$ cat config.mk
export PLATFORM = sky130hd
export DESIGN_NAME = dsa_fetch_arbiter
export DESIGN_NICKNAME = d
export VERILOG_FILES = /design/src/rtl/dsa_fetch_arbiter.sv
export SDC_FILE = /design/constraint.sdc
export NUM_CORES = 1
export LEC_CHECK = 0
export BUFFER_PORTS_ARGS = -buffer_cell sky130_fd_sc_hd__buf_2
export CORE_MARGIN = 4
export CORE_UTILIZATION = 30
export DETAILED_ROUTE_END_ITERATION = 12
export SLEW_MARGIN = 10
export SYNTH_ARGS = -nofsm -noshare
export SYNTH_HDL_FRONTEND = slang
export SYNTH_SLANG_ARGS = --single-unit
$ cat constraint.sdc
create_clock -name clk -period 2.7 [get_ports clk]
set_input_delay 0.135 -clock clk [delete_from_list [all_inputs] [get_ports clk]]
set_output_delay 0.135 -clock clk [all_outputs]
set_load 0.05 [all_outputs]
$ cat src/rtl/dsa_fetch_arbiter.sv
`default_nettype none
// ============================================================================
// Module      : dsa_fetch_arbiter
// Description : Round-robin arbiter that shares one pixel-fetch unit between
//               N_REQ interpolation lanes. It queues one request per lane,
//               issues one fetch at a time and returns a one-cycle done pulse
//               to the lane that owns the fetch.
// Revision    : 1.0 - initial release
// ============================================================================
module dsa_fetch_arbiter #(
    parameter int N_REQ   = 4,
    parameter int COORD_W = 16
) (
    input  logic                       clk,
    input  logic                       rst_n,
    input  logic                       enable,
    input  logic [N_REQ-1:0]           req_i,
    input  logic [N_REQ*COORD_W-1:0]   req_x_i,
    input  logic [N_REQ*COORD_W-1:0]   req_y_i,
    output logic [N_REQ-1:0]           done_o,
    output logic                       fetch_req,
    output logic [COORD_W-1:0]         fetch_x,
    output logic [COORD_W-1:0]         fetch_y,
    input  logic                       fetch_done,
    output logic [$clog2(N_REQ)-1:0]   owner,
    output logic [N_REQ-1:0]           pending_o,
    output logic                       overrun,
    output logic                       busy
);

    localparam int c_OWNER_W = $clog2(N_REQ);

    typedef enum logic [1:0] {
        ST_IDLE    = 2'd0,
        ST_ISSUE   = 2'd1,
        ST_WAIT    = 2'd2,
        ST_RESPOND = 2'd3
    } state_t;

    state_t                 state_q, state_d;
    logic [N_REQ-1:0]       pending_q, pending_d;
    logic [COORD_W-1:0]     x_q [N_REQ];
    logic [COORD_W-1:0]     x_d [N_REQ];
    logic [COORD_W-1:0]     y_q [N_REQ];
    logic [COORD_W-1:0]     y_d [N_REQ];
    logic [c_OWNER_W-1:0]   rr_ptr_q, rr_ptr_d;
    logic [c_OWNER_W-1:0]   owner_q, owner_d;
    logic [N_REQ-1:0]       done_q, done_d;
    logic                   fetch_req_q, fetch_req_d;
    logic [COORD_W-1:0]     fetch_x_q, fetch_x_d;
    logic [COORD_W-1:0]     fetch_y_q, fetch_y_d;
    logic                   overrun_q, overrun_d;
    logic                   busy_q, busy_d;

    logic [N_REQ-1:0]       w_clear;
    logic [c_OWNER_W:0]     w_sum;
    logic                   w_grant_vld;
    logic [c_OWNER_W-1:0]   w_grant_idx;
    logic [c_OWNER_W:0]     w_owner_inc;

    // Round-robin search: first pending lane starting at rr_ptr, wrapping.
    always_comb begin
        w_grant_vld = 1'b0;
        w_grant_idx = '0;
        w_sum       = '0;
        for (int i = 0; i < N_REQ; i++) begin
            w_sum = {1'b0, rr_ptr_q} + (c_OWNER_W+1)'(i);
            if (w_sum >= (c_OWNER_W+1)'(N_REQ)) begin
                w_sum = w_sum - (c_OWNER_W+1)'(N_REQ);
            end
            if (!w_grant_vld && pending_q[w_sum[c_OWNER_W-1:0]]) begin
                w_grant_vld = 1'b1;
                w_grant_idx = w_sum[c_OWNER_W-1:0];
            end
        end
    end

    // Request capture; a request arriving as its own lane is retired is
    // accepted (set wins) rather than flagged as an overrun.
    always_comb begin
        w_clear = '0;
        if (state_q == ST_RESPOND) begin
            w_clear[owner_q] = 1'b1;
        end
        pending_d = pending_q & ~w_clear;
        overrun_d = overrun_q;
        x_d       = x_q;
        y_d       = y_q;
        for (int k = 0; k < N_REQ; k++) begin
            if (req_i[k]) begin
                if (!pending_q[k] || w_clear[k]) begin
                    pending_d[k] = 1'b1;
                    x_d[k]       = req_x_i[k*COORD_W +: COORD_W];
                    y_d[k]       = req_y_i[k*COORD_W +: COORD_W];
                end else begin
                    overrun_d    = 1'b1;
                end
            end
        end
    end

    // Grant state machine next-state and registered-output decode.
    always_comb begin
        state_d     = state_q;
        owner_d     = owner_q;
        rr_ptr_d    = rr_ptr_q;
        fetch_x_d   = fetch_x_q;
        fetch_y_d   = fetch_y_q;
        w_owner_inc = {1'b0, owner_q} + (c_OWNER_W+1)'(1);
        case (state_q)
            ST_IDLE: begin
                if (enable && w_grant_vld) begin
                    state_d   = ST_ISSUE;
                    owner_d   = w_grant_idx;
                    fetch_x_d = x_q[w_grant_idx];
                    fetch_y_d = y_q[w_grant_idx];
                end
            end
            ST_ISSUE: begin
                // A completion in the issue cycle counts as an immediate reply.
                state_d = fetch_done ? ST_RESPOND : ST_WAIT;
            end
            ST_WAIT: begin
                if (fetch_done) begin
                    state_d = ST_RESPOND;
                end
            end
            ST_RESPOND: begin
                state_d = ST_IDLE;
                if (w_owner_inc >= (c_OWNER_W+1)'(N_REQ)) begin
                    rr_ptr_d = '0;
                end else begin
                    rr_ptr_d = w_owner_inc[c_OWNER_W-1:0];
                end
            end
            default: begin
                state_d = ST_IDLE;
            end
        endcase

        fetch_req_d = (state_d == ST_ISSUE);
        done_d      = '0;
        if (state_d == ST_RESPOND) begin
            done_d[owner_d] = 1'b1;
        end
        busy_d      = (state_d != ST_IDLE) || (pending_d != '0);
    end

    // All state and registered outputs; reset abandons any fetch in flight.
    always_ff @(posedge clk or negedge rst_n) begin
        if (!rst_n) begin
            state_q     <= ST_IDLE;
            pending_q   <= '0;
            rr_ptr_q    <= '0;
            owner_q     <= '0;
            done_q      <= '0;
            fetch_req_q <= 1'b0;
            fetch_x_q   <= '0;
            fetch_y_q   <= '0;
            overrun_q   <= 1'b0;
            busy_q      <= 1'b0;
            for (int k = 0; k < N_REQ; k++) begin
                x_q[k] <= '0;
                y_q[k] <= '0;
            end
        end else begin
            state_q     <= state_d;
            pending_q   <= pending_d;
            rr_ptr_q    <= rr_ptr_d;
            owner_q     <= owner_d;
            done_q      <= done_d;
            fetch_req_q <= fetch_req_d;
            fetch_x_q   <= fetch_x_d;
            fetch_y_q   <= fetch_y_d;
            overrun_q   <= overrun_d;
            busy_q      <= busy_d;
            for (int k = 0; k < N_REQ; k++) begin
                x_q[k] <= x_d[k];
                y_q[k] <= y_d[k];
            end
        end
    end

    assign done_o    = done_q;
    assign fetch_req = fetch_req_q;
    assign fetch_x   = fetch_x_q;
    assign fetch_y   = fetch_y_q;
    assign owner     = owner_q;
    assign pending_o = pending_q;
    assign overrun   = overrun_q;
    assign busy      = busy_q;

endmodule
`default_nettype wire
==> flow_metrics.env <==
export IMPL_path_max_fanout=18
export IMPL_yosysUniqueCellTypes=38
export IMPL_clock_latency_ps=430
export IMPL_hold_path_endpoint="fetch_req"
export IMPL_comb_power_share=0.423
export IMPL_hpwl_mm=13.5
export IMPL_numCtsBuffers=17
export IMPL_grt_use_total=0.148
export IMPL_stdcell_area_um2=11100
export IMPL_fillers=2404
export IMPL_timing_hold_ws_ps=32.0
export IMPL_r2r_end="y_q[16]"
export IMPL_switching_power_uw=4840
export IMPL_slew_headroom=0.595
export IMPL_crit_buf_inv=1
export IMPL_syn_avg_cell_area_um2=14.9
export IMPL_tns_ps=0
export IMPL_maxSlewViolCount=0
export IMPL_path_cells="ha_1 -> a21boi_2 -> nor2b_4 -> buf_4 -> mux2_1"
export IMPL_cap_violations=0
export IMPL_die_h_um=171
export IMPL_start_util=0.305
export IMPL_globalplace_congestion=0.762
export IMPL_finalHoldViolCount=0
export IMPL_min_path_type="primary input to register"
export IMPL_cts_root_buffer="clkbuf_16"
export IMPL_min_period_ps=2110
export IMPL_fin_crit_sh=0.783
export IMPL_clkPwrFrac=0.207
export IMPL_cts_sinks=177
export IMPL_fin_nets=990
export IMPL_synth_edf_count=0
export IMPL_post_cts_resized=0
export IMPL_seq_area_um2=4430
export IMPL_worst_slew_pin_slew_ps=607
export IMPL_crit_path_end_kind="register"
export IMPL_syn_area_um2=7960
export IMPL_vias=5481
export IMPL_cts_tree="done"
export IMPL_r2r_start="owner[1]"
export IMPL_ff2ff_setup_slack_ps=590
export IMPL_die_area_um2=29200
export IMPL_clkTransAtPathRegs_ps=70
export IMPL_wl_mm=21.4
export IMPL_intPower_uw=7470
export IMPL_synth_async_reset_ratio=1.00
export IMPL_pwr_share_seq=0.370
export IMPL_dpl_cell_area_um2=9120
export IMPL_leakagePower_uw=0.00506
export IMPL_critical_path_top_delay_family="simple AND/OR/NAND/NOR gates"
export IMPL_io_buffers=180
export IMPL_yosysWarnings=0
export IMPL_drc_errors=0
export IMPL_irDropWorstVdd_v=0.000550
export IMPL_first_pass_iters=4
export IMPL_antenna_left=0
export IMPL_area_growth_pct=39.0
export IMPL_min_path_cells=3
export IMPL_grt_pass1_wl_mm=33.1
export IMPL_io_pins=181
export IMPL_yosysSeqAreaShare=0.557
export IMPL_antenna_diode_count=0
export IMPL_status="completed"
export IMPL_overflow=0
export IMPL_via_per_inst=4.58
export IMPL_rows=59
export IMPL_synth_seq_cells=177
export IMPL_post_drt_wl_per_cell_um=17.8
export IMPL_final_cell_mix="buf_2 (179), dfrtp_1 (177), dlygate4sd3_1 (134), mux2_1 (130), mux2i_1 (64)"
export IMPL_synthesis_nets=674
export IMPL_drtIter0Drc=225
export IMPL_power_density_nw_per_um2=1110
export IMPL_die_w_um=171
export IMPL_layout_commonest_cell="buf_2"
export IMPL_critPathLaunchType="register"
export IMPL_cts_buffer_depth=2
export IMPL_crit_arrival_ps=2420
export IMPL_coreArea_um2=26100
export IMPL_min_from="enable"
export IMPL_multi_input_area_um2=3170
export IMPL_htreeDepth=4
export IMPL_cp_slowest_stage_delay_ps=490
export IMPL_fmax_mhz=473
export IMPL_first_global_vias=5991
export IMPL_p_sw_frac=0.393
export IMPL_grt_max_degree=59
export IMPL_setup_viol=0
export IMPL_path_class="register to register"
export IMPL_critical_path_required_ps=3000
export IMPL_fin_skew_ps=13.0
export IMPL_r2r_worst_path_cells=5
export IMPL_slowest_stage="nor2b_4"
export IMPL_layout_drive_gt1_share=0.320
export IMPL_syn_inst=534
export IMPL_grt_antenna_before_repair=0
export IMPL_grt_setup_unrepaired="no"
export IMPL_ys_flop_type="dfrtp_1"
## kinds of logic after synthesis
family | share of synthesized area
xor+xnor | 0.00110
flops | 0.557
mux | 0.265
compound gates | 0.0797
simple gates | 0.0420
buf+inv | 0.0495
fa+ha+maj | 0.00629
## synth_stat cells (all sizes together) (3+ instances only)
master  instances  area, um^2
dfrtp         177        4430
a21oi           7        42.5
nand3           5        25.0
or2             5        31.3
nor2b           7        51.3
mux2i          64         641
inv             5        18.8
nand2          38         148
nor3            3        20.0
ha              4        50.1
a21boi          3        33.8
o21ai           3        18.8
nor2            4        15.0
buf            33         372
or3             4        30.0
o221ai         33         477
mux2          130        1460
## power groups by stage
stage | Sequential (uW) | Clock, uW | Combinational, uW
floorplan | 5270 | 0 | 3410
global placement | 4570 | 0 | 5070
detailed placement | 4590 | 0 | 5150
CTS | 4550 | 2630 | 5300
global route | 4700 | 2700 | 5670
finish | 4550 | 2550 | 5210
## area by class of cell
class | instances | share of cell area
well taps | 335 | 0.0379
inverters | 5 | 0.00170
repair buffers | 331 | 0.219
multi-input cells | 318 | 0.287
flip-flops and latches | 177 | 0.401
clock buffers | 19 | 0.0401
clock inverters | 13 | 0.0135
## through the flow
| step | power, uW | setup slack (ps) | utilization | instances |
|---|---|---|---|---|
| final | 12300 | 586 | 0.424 | 1198 |
| after global routing | 13100 | 435 | 0.424 | 1198 |
| after CTS | 12500 | 555 | 0.424 | 1198 |
| after detailed placement | 9740 | 576 | 0.350 | 1032 |
| after global placement | 9650 | 633 | 0.350 | 1032 |
| after floorplan | 8680 | 672 | - | 534 |
## tightest hold or removal path, delay by kind of cell
family | cells | cell delay (ps)
compound gates | 1 | 60
buf+inv | 2 | 200
## metal layers
metal  vias to the layer above  wire length [um]  track usage
li1                       2576                 -            -
met1                      2743              9680        0.193
met2                       140             10400        0.249
met3                        22               959       0.0296
met4                         0               306       0.0431
met5                         -                 0            0
## repair_timing
item | CTS | global route
setup buffers | 0 | 0
hold buffers | 134 | 0
endpoints found under the setup margin | 0 | 0
endpoints found under the hold margin | 183 | 0
## state kept, by name, indices dropped and copies added (netlist names)
register	flops
done_o	4
fetch_y	16
pending_o	4
fetch_req	1
overrun	1
y_q	64
fetch_x	16
state_q	2
rr_ptr_q	2
owner	2
busy	1
x_q	64
## worst max path at each step
stage / startpoint / end / slack [ps] / cells after the start
after floorplan: owner[0] / x_q[16] / 670 / 7
after global placement: owner[0] / x_q[20] / 630 / 6
after detailed placement: owner[0] / x_q[19] / 580 / 6
after CTS: owner[0] / x_q[19] / 550 / 6
after global routing: owner[1] / y_q[16] / 440 / 5
final: owner[1] / y_q[16] / 590 / 5
(Power assumes the default switching activity.)
